==> src/rtl/mem_wb_stage.sv <==
// ---------------------------------------------------------------------------
// mem_wb_stage
//
// MEM/WB pipeline register and write-back formatter for the MIPS datapath.
// Each rising clock edge it captures the memory-stage result, picks the value
// to write back (ALU result, sized/sign-extended load data, or link address)
// and presents the register-file write port one cycle later.
//
// Parameters:
//   LINK_REG     destination register used for link writes (jal/jalr)
//
// Ports:
//   clock        rising-edge clock shared with registerfile
//   reset_n      asynchronous active-low reset
//   Stall        hold current contents (no capture)
//   Flush        capture a bubble instead of MEM inputs (wins over Stall)
//   MemValid     MEM stage holds a real instruction
//   MemRegWrite  instruction writes a register
//   MemtoReg     1 = load data, 0 = ALU result
//   MemLink      1 = write PCPlus4 to LINK_REG
//   MemDest      destination register number
//   LoadType     0 lw, 1 lh, 2 lhu, 3 lb, 4 lbu, 5-7 behave as lw
//   ALUResult    ALU result / effective address
//   ReadDataMem  raw (big-endian) data-memory word
//   PCPlus4      link address
//   WriteReg     registerfile WriteReg
//   WriteData    registerfile WriteData
//   RegWrite     registerfile RegWrite
//   MisalignErr  registered flag: the captured load was misaligned and dropped
//   RetireCount  committed-write counter
//
// Optional feature: define MEM_WB_RETIRE_CNT_EN to build the retire counter.
// Without it RetireCount is tied to zero.
// ---------------------------------------------------------------------------
module mem_wb_stage #(
  parameter logic [4:0] LINK_REG = 5'd31
) (
  input  logic        clock,
  input  logic        reset_n,
  input  logic        Stall,
  input  logic        Flush,
  input  logic        MemValid,
  input  logic        MemRegWrite,
  input  logic        MemtoReg,
  input  logic        MemLink,
  input  logic [4:0]  MemDest,
  input  logic [2:0]  LoadType,
  input  logic [31:0] ALUResult,
  input  logic [31:0] ReadDataMem,
  input  logic [31:0] PCPlus4,
  output logic [4:0]  WriteReg,
  output logic [31:0] WriteData,
  output logic        RegWrite,
  output logic        MisalignErr,
  output logic [31:0] RetireCount
);

  logic [1:0]  w_offset;
  logic [7:0]  w_byte;
  logic [15:0] w_half;
  logic [31:0] w_loadData;
  logic        w_typeMisaligned;
  logic        w_misaligned;
  logic [4:0]  w_dest;
  logic [31:0] w_data;
  logic        w_regWrite;

  logic [4:0]  r_writeReg;
  logic [31:0] r_writeData;
  logic        r_regWrite;
  logic        r_misalignErr;

  assign w_offset = ALUResult[1:0];

  // Big-endian lane select: offset 0 is the most significant byte.
  always_comb begin
    w_byte = ReadDataMem[31:24];
    case (w_offset)
      2'd0: w_byte = ReadDataMem[31:24];
      2'd1: w_byte = ReadDataMem[23:16];
      2'd2: w_byte = ReadDataMem[15:8];
      2'd3: w_byte = ReadDataMem[7:0];
      default: w_byte = ReadDataMem[31:24];
    endcase
  end

  // Halfword lane is chosen by offset[1]; offset[0] only flags misalignment.
  assign w_half = w_offset[1] ? ReadDataMem[15:0] : ReadDataMem[31:16];

  // Size/extend the load and decide whether its offset is legal for its size.
  // Undefined LoadType codes fall into the word case.
  always_comb begin
    w_loadData       = ReadDataMem;
    w_typeMisaligned = 1'b0;
    case (LoadType)
      3'd1: begin
        w_loadData       = {{16{w_half[15]}}, w_half};
        w_typeMisaligned = w_offset[0];
      end
      3'd2: begin
        w_loadData       = {16'h0000, w_half};
        w_typeMisaligned = w_offset[0];
      end
      3'd3: w_loadData = {{24{w_byte[7]}}, w_byte};
      3'd4: w_loadData = {24'h000000, w_byte};
      default: begin
        w_loadData       = ReadDataMem;
        w_typeMisaligned = (w_offset != 2'b00);
      end
    endcase
  end

  // A link write ignores MemtoReg, so it can never be a misaligned load.
  assign w_misaligned = MemValid & MemtoReg & ~MemLink & w_typeMisaligned;
  assign w_dest       = MemLink ? LINK_REG : MemDest;
  assign w_data       = MemLink ? PCPlus4 : (MemtoReg ? w_loadData : ALUResult);
  assign w_regWrite   = MemValid & MemRegWrite & ~w_misaligned & (w_dest != 5'd0);

  // Pipeline register: Flush inserts a bubble even when stalled; Stall holds.
  always_ff @(posedge clock or negedge reset_n) begin
    if (!reset_n) begin
      r_writeReg    <= 5'd0;
      r_writeData   <= 32'd0;
      r_regWrite    <= 1'b0;
      r_misalignErr <= 1'b0;
    end else if (Flush) begin
      r_writeReg    <= 5'd0;
      r_writeData   <= 32'd0;
      r_regWrite    <= 1'b0;
      r_misalignErr <= 1'b0;
    end else if (!Stall) begin
      r_writeReg    <= w_dest;
      r_writeData   <= w_data;
      r_regWrite    <= w_regWrite;
      r_misalignErr <= w_misaligned;
    end
  end

  assign WriteReg    = r_writeReg;
  assign WriteData   = r_writeData;
  assign RegWrite    = r_regWrite;
  assign MisalignErr = r_misalignErr;

`ifdef MEM_WB_RETIRE_CNT_EN
  logic        w_capture;
  logic [31:0] r_retireCount;

  assign w_capture = ~Flush & ~Stall;

  // Counts each captured instruction that will commit; wraps naturally.
  always_ff @(posedge clock or negedge reset_n) begin
    if (!reset_n) begin
      r_retireCount <= 32'd0;
    end else if (w_capture && w_regWrite) begin
      r_retireCount <= r_retireCount + 32'd1;
    end
  end

  assign RetireCount = r_retireCount;
`else
  assign RetireCount = 32'd0;
`endif

endmodule

==> config.mk <==
export PLATFORM = sky130hd
export DESIGN_NAME = mem_wb_stage
export DESIGN_NICKNAME = d
export VERILOG_FILES = /design/src/rtl/mem_wb_stage.sv
export SDC_FILE = /design/constraint.sdc
export NUM_CORES = 1
export LEC_CHECK = 0
export ABC_AREA = 1
export CELL_PAD_IN_SITES_DETAIL_PLACEMENT = 0
export CELL_PAD_IN_SITES_GLOBAL_PLACEMENT = 1
export CORE_ASPECT_RATIO = 0.7
export CORE_UTILIZATION = 26
export CTS_CLUSTER_DIAMETER = 100
export CTS_CLUSTER_SIZE = 12
export DETAILED_ROUTE_END_ITERATION = 8
export GPL_ROUTABILITY_DRIVEN = 0
export MAX_ROUTING_LAYER = met4
export PLACE_DENSITY_LB_ADDON = 0.25
export SLEW_MARGIN = 20
export SYNTH_ARGS = -nofsm -noshare
export SYNTH_HDL_FRONTEND = slang
export SYNTH_SLANG_ARGS = --single-unit
==> constraint.sdc <==
create_clock -name clock -period 0.9 [get_ports clock]
set_clock_uncertainty 0.05 [all_clocks]
set_input_delay 0.18 -clock clock [delete_from_list [all_inputs] [get_ports clock]]
set_output_delay 0.18 -clock clock [all_outputs]
set_load 0.005 [all_outputs]
==> flow_summary.rst <==
.. list-table::
   :header-rows: 1

   * - Metric
     - Value
   * - Sequential area share after synthesis
     - 0.283
   * - R2r startpoint
     - MisalignErr
   * - Via density per instance
     - 4.50
   * - Final instance area
     - 6670 µm²
   * - Library cell appearing most often on the critical path
     - nand2_1
   * - Post-layout min period
     - approximately 1.2 ns
   * - Total number of clock tree sinks
     - 39
   * - Final Hold Viols
     - 0
   * - Leakage power summed over all cells
     - 3.51 nW
   * - Leftover overflow at the end of global routing
     - 0
   * - Number of unique standard cell types used by synthesis
     - 25
   * - Antenna-violating nets left
     - 0
   * - Buffers added on ports
     - 150
   * - Die height
     - 98.4 µm
   * - Warnings, synthesis
     - 0
   * - Max Fanout on Critical Path
     - 6
   * - Startpoint-to-endpoint class of the critical path
     - in -> reg
   * - Worst setup EP type
     - register
   * - Top library cells by usage in the layout, fill and taps aside
     - nand2_1 (192), buf_4 (102), nor2_1 (91)
   * - Number of antenna violations at the first check in global routing
     - 0
   * - Critical register-to-register path endpoint
     - MisalignErr
   * - Maximum VDD drop
     - between 600 and 700 µV
   * - Row cnt
     - 34
   * - Instance count of the mapped netlist
     - 599
   * - Nets@finish
     - 969
   * - Post-DR wirelength/cell
     - 15.0 µm
   * - Cell area after technology mapping
     - 3450 µm²
   * - Crit path launch type
     - primary input
   * - Effective utilization at floorplan
     - 0.272
   * - Avg Inst Size Synth
     - ~5.8 µm²
   * - FF-to-FF setup slack
     - 0 ns
   * - Die X-Extent
     - 140 µm
   * - Clock latency at the later pin of the worst-skew pair
     - 0.29 ns
   * - Worst hold margin
     - between 0.3 and 0.4 ns
   * - Worst path cell trace
     - buf_8, clkinvlp_4, nand3_4, nand2_4, nor2_4, buf_12, nand2_2, nand3_2, nand2_1, nand2_1, nand2_1, nand2_1
   * - Area overhead of the layout relative to synthesis
     - 93.4%
   * - Antenna Diode Count
     - 0
   * - Routed Wire Length
     - 15.3 mm
   * - Detailed-placement wirelength estimate
     - 10.9 mm
   * - Leading cell type in the layout, fill and taps excluded
     - nand2_1
   * - Worst-path cell with the longest stage delay
     - nor2_4
   * - Via count of the first global-routing pass
     - about 4500
   * - Class of the tightest hold or removal check
     - in -> async
   * - Clock transition at the registers of the reported paths
     - 0.06 ns
   * - Final clock period utilization by the worst path
     - 1.29
   * - Detailed Routing Iterations Pass 1
     - 4
   * - Floorplan core area
     - 12700 µm²
   * - Power after layout
     - 0.00694 W
   * - CTS tree
     - done
   * - Root Buffer
     - clkbuf_16
   * - Global routing usage summed across all routing layers
     - 0.226
   * - Max_cap viols
     - 0
   * - Ports
     - 183
   * - Unrepaired setup endpoints after global routing
     - true
   * - CTS HTree Levels
     - 2
   * - Max Transition Viols Final
     - 0
   * - Timing-limited maximum frequency
     - 0.860 GHz
   * - Outcome
     - finished, violations left
   * - Flip-flop and latch count after synthesis
     - 39
   * - Arrival @ worst endpoint
     - ~1.3 ns
   * - First DRT Iteration DRCs
     - 234
   * - Final setup margin
     - -0.262 ns
   * - Number of cells traversed by the worst register-to-register path
     - 4
   * - Clk buf depth
     - 2
   * - Core utilization of the finished layout
     - 0.526
   * - Biggest cell delay along the critical path
     - 0.22 ns
   * - Placed Area
     - 5690 µm²
   * - Critical Path RT
     - about 1.1 ns
   * - Via count
     - 4592
   * - Post-route DRC
     - 0
   * - Clock buffer count from CTS
     - 5
   * - Fraction of final layout cells with drive strength greater than 1
     - 0.376
   * - Power per cell area
     - ~1000 nW/µm²
   * - Area of the die
     - 13700 µm²
   * - Maximum number of pins on one net before global-route repair
     - 40
   * - Final setup violation count
     - 73
   * - Violations in the final reports
     - setup timing
   * - Wire length of the first global-routing pass
     - approximately 24 mm
[flip-flops by register name, indices dropped and copies added (netlist names)]
| register | count |
|---|---|
| WriteData | 32 |
| WriteReg | 5 |
| MisalignErr | 1 |
| RegWrite | 1 |
[power breakdown]
part / leakage (nW) / switching [W] / internal, W
sequential: 0.516 / 0.0000705 / 0.00188
combinational: 2.91 / 0.00143 / 0.00148
clock: 0.0838 / 0.000773 / 0.00131
total: 3.51 / 0.00228 / 0.00467
[logic make-up after synthesis]
group | synth area share
and+or+nand+nor | 0.454
buffers and inverters | 0.153
other | 0.00109
DFF | 0.283
AOI/OAI and AO/OA | 0.108
[how the worst max path moves through the flow]
stage | start | to | slack (ns) | cells after the start
detailed placement | LoadType[1] | WriteData[26] | -1.17 | 11
global placement | LoadType[1] | WriteData[19] | -1.11 | 11
CTS | LoadType[0] | RegWrite | -0.32 | 11
floorplan | ALUResult[1] | WriteData[27] | -0.37 | 14
finish | LoadType[2] | WriteData[6] | -0.26 | 12
global route | LoadType[2] | WriteData[25] | -0.34 | 10
[worst max-delay path, delay by kind of cell]
| family | cells | cell delay (ns) |
|---|---|---|
| and+or+nand+nor | 9 | 0.76 |
| buffers and inverters | 3 | 0.39 |
[synthesized netlist by cell type, drive strengths merged]
cell type,instances,area (µm²)
inv,35,131
clkbuf,21,78.8
conb,1,3.75
a21oi,50,250
nor2,112,423
o211ai,6,45.0
nand2,239,925
nor4,1,6.26
o21ai,15,78.8
or2,6,37.5
nand3,28,163
buf,43,315
dfrtp,39,976
clkinv,1,3.75
nand4,2,12.5
[per-layer routing]
layer  vias up  wire [µm]  track usage
met2       159       6580        0.331
met3        11       1040       0.0446
met5         -          0            -
met4         0        114       0.0330
li1       2325          -            -
met1      2097       7530        0.325
[repair_timing]
action	in CTS	in global routing
pin swaps	52	55
setup endpoints to repair	78	78
endpoints found under the hold margin	39	0
gates cloned	10	0
hold buffers	1	0
setup buffers	24	17
resized for setup	286	88
[cell type report]
cell class                 instances  area, µm²
inverter                          36        166
clock inverter                     3       43.8
timing repair buffer             278       2520
multi-input combinational        497       2630
sequential                        39        976
clock buffer                       5        125
tap                              162        203
fill                            1281       6010
[metrics by stage]
| stage | worst slack (ns) | setup TNS (ns) | cells |
|---|---|---|---|
| detailed placement | -1.17 | -46.13 | 964 |
| CTS | -0.319 | -13.22 | 1005 |
| floorplan | -0.369 | -10.51 | 630 |
| global route | -0.341 | -16.39 | 1020 |
| global placement | -1.11 | -44.52 | 964 |
| finish | -0.262 | -12.81 | 1020 |
Note: power is estimated with default switching activity, not from simulation.
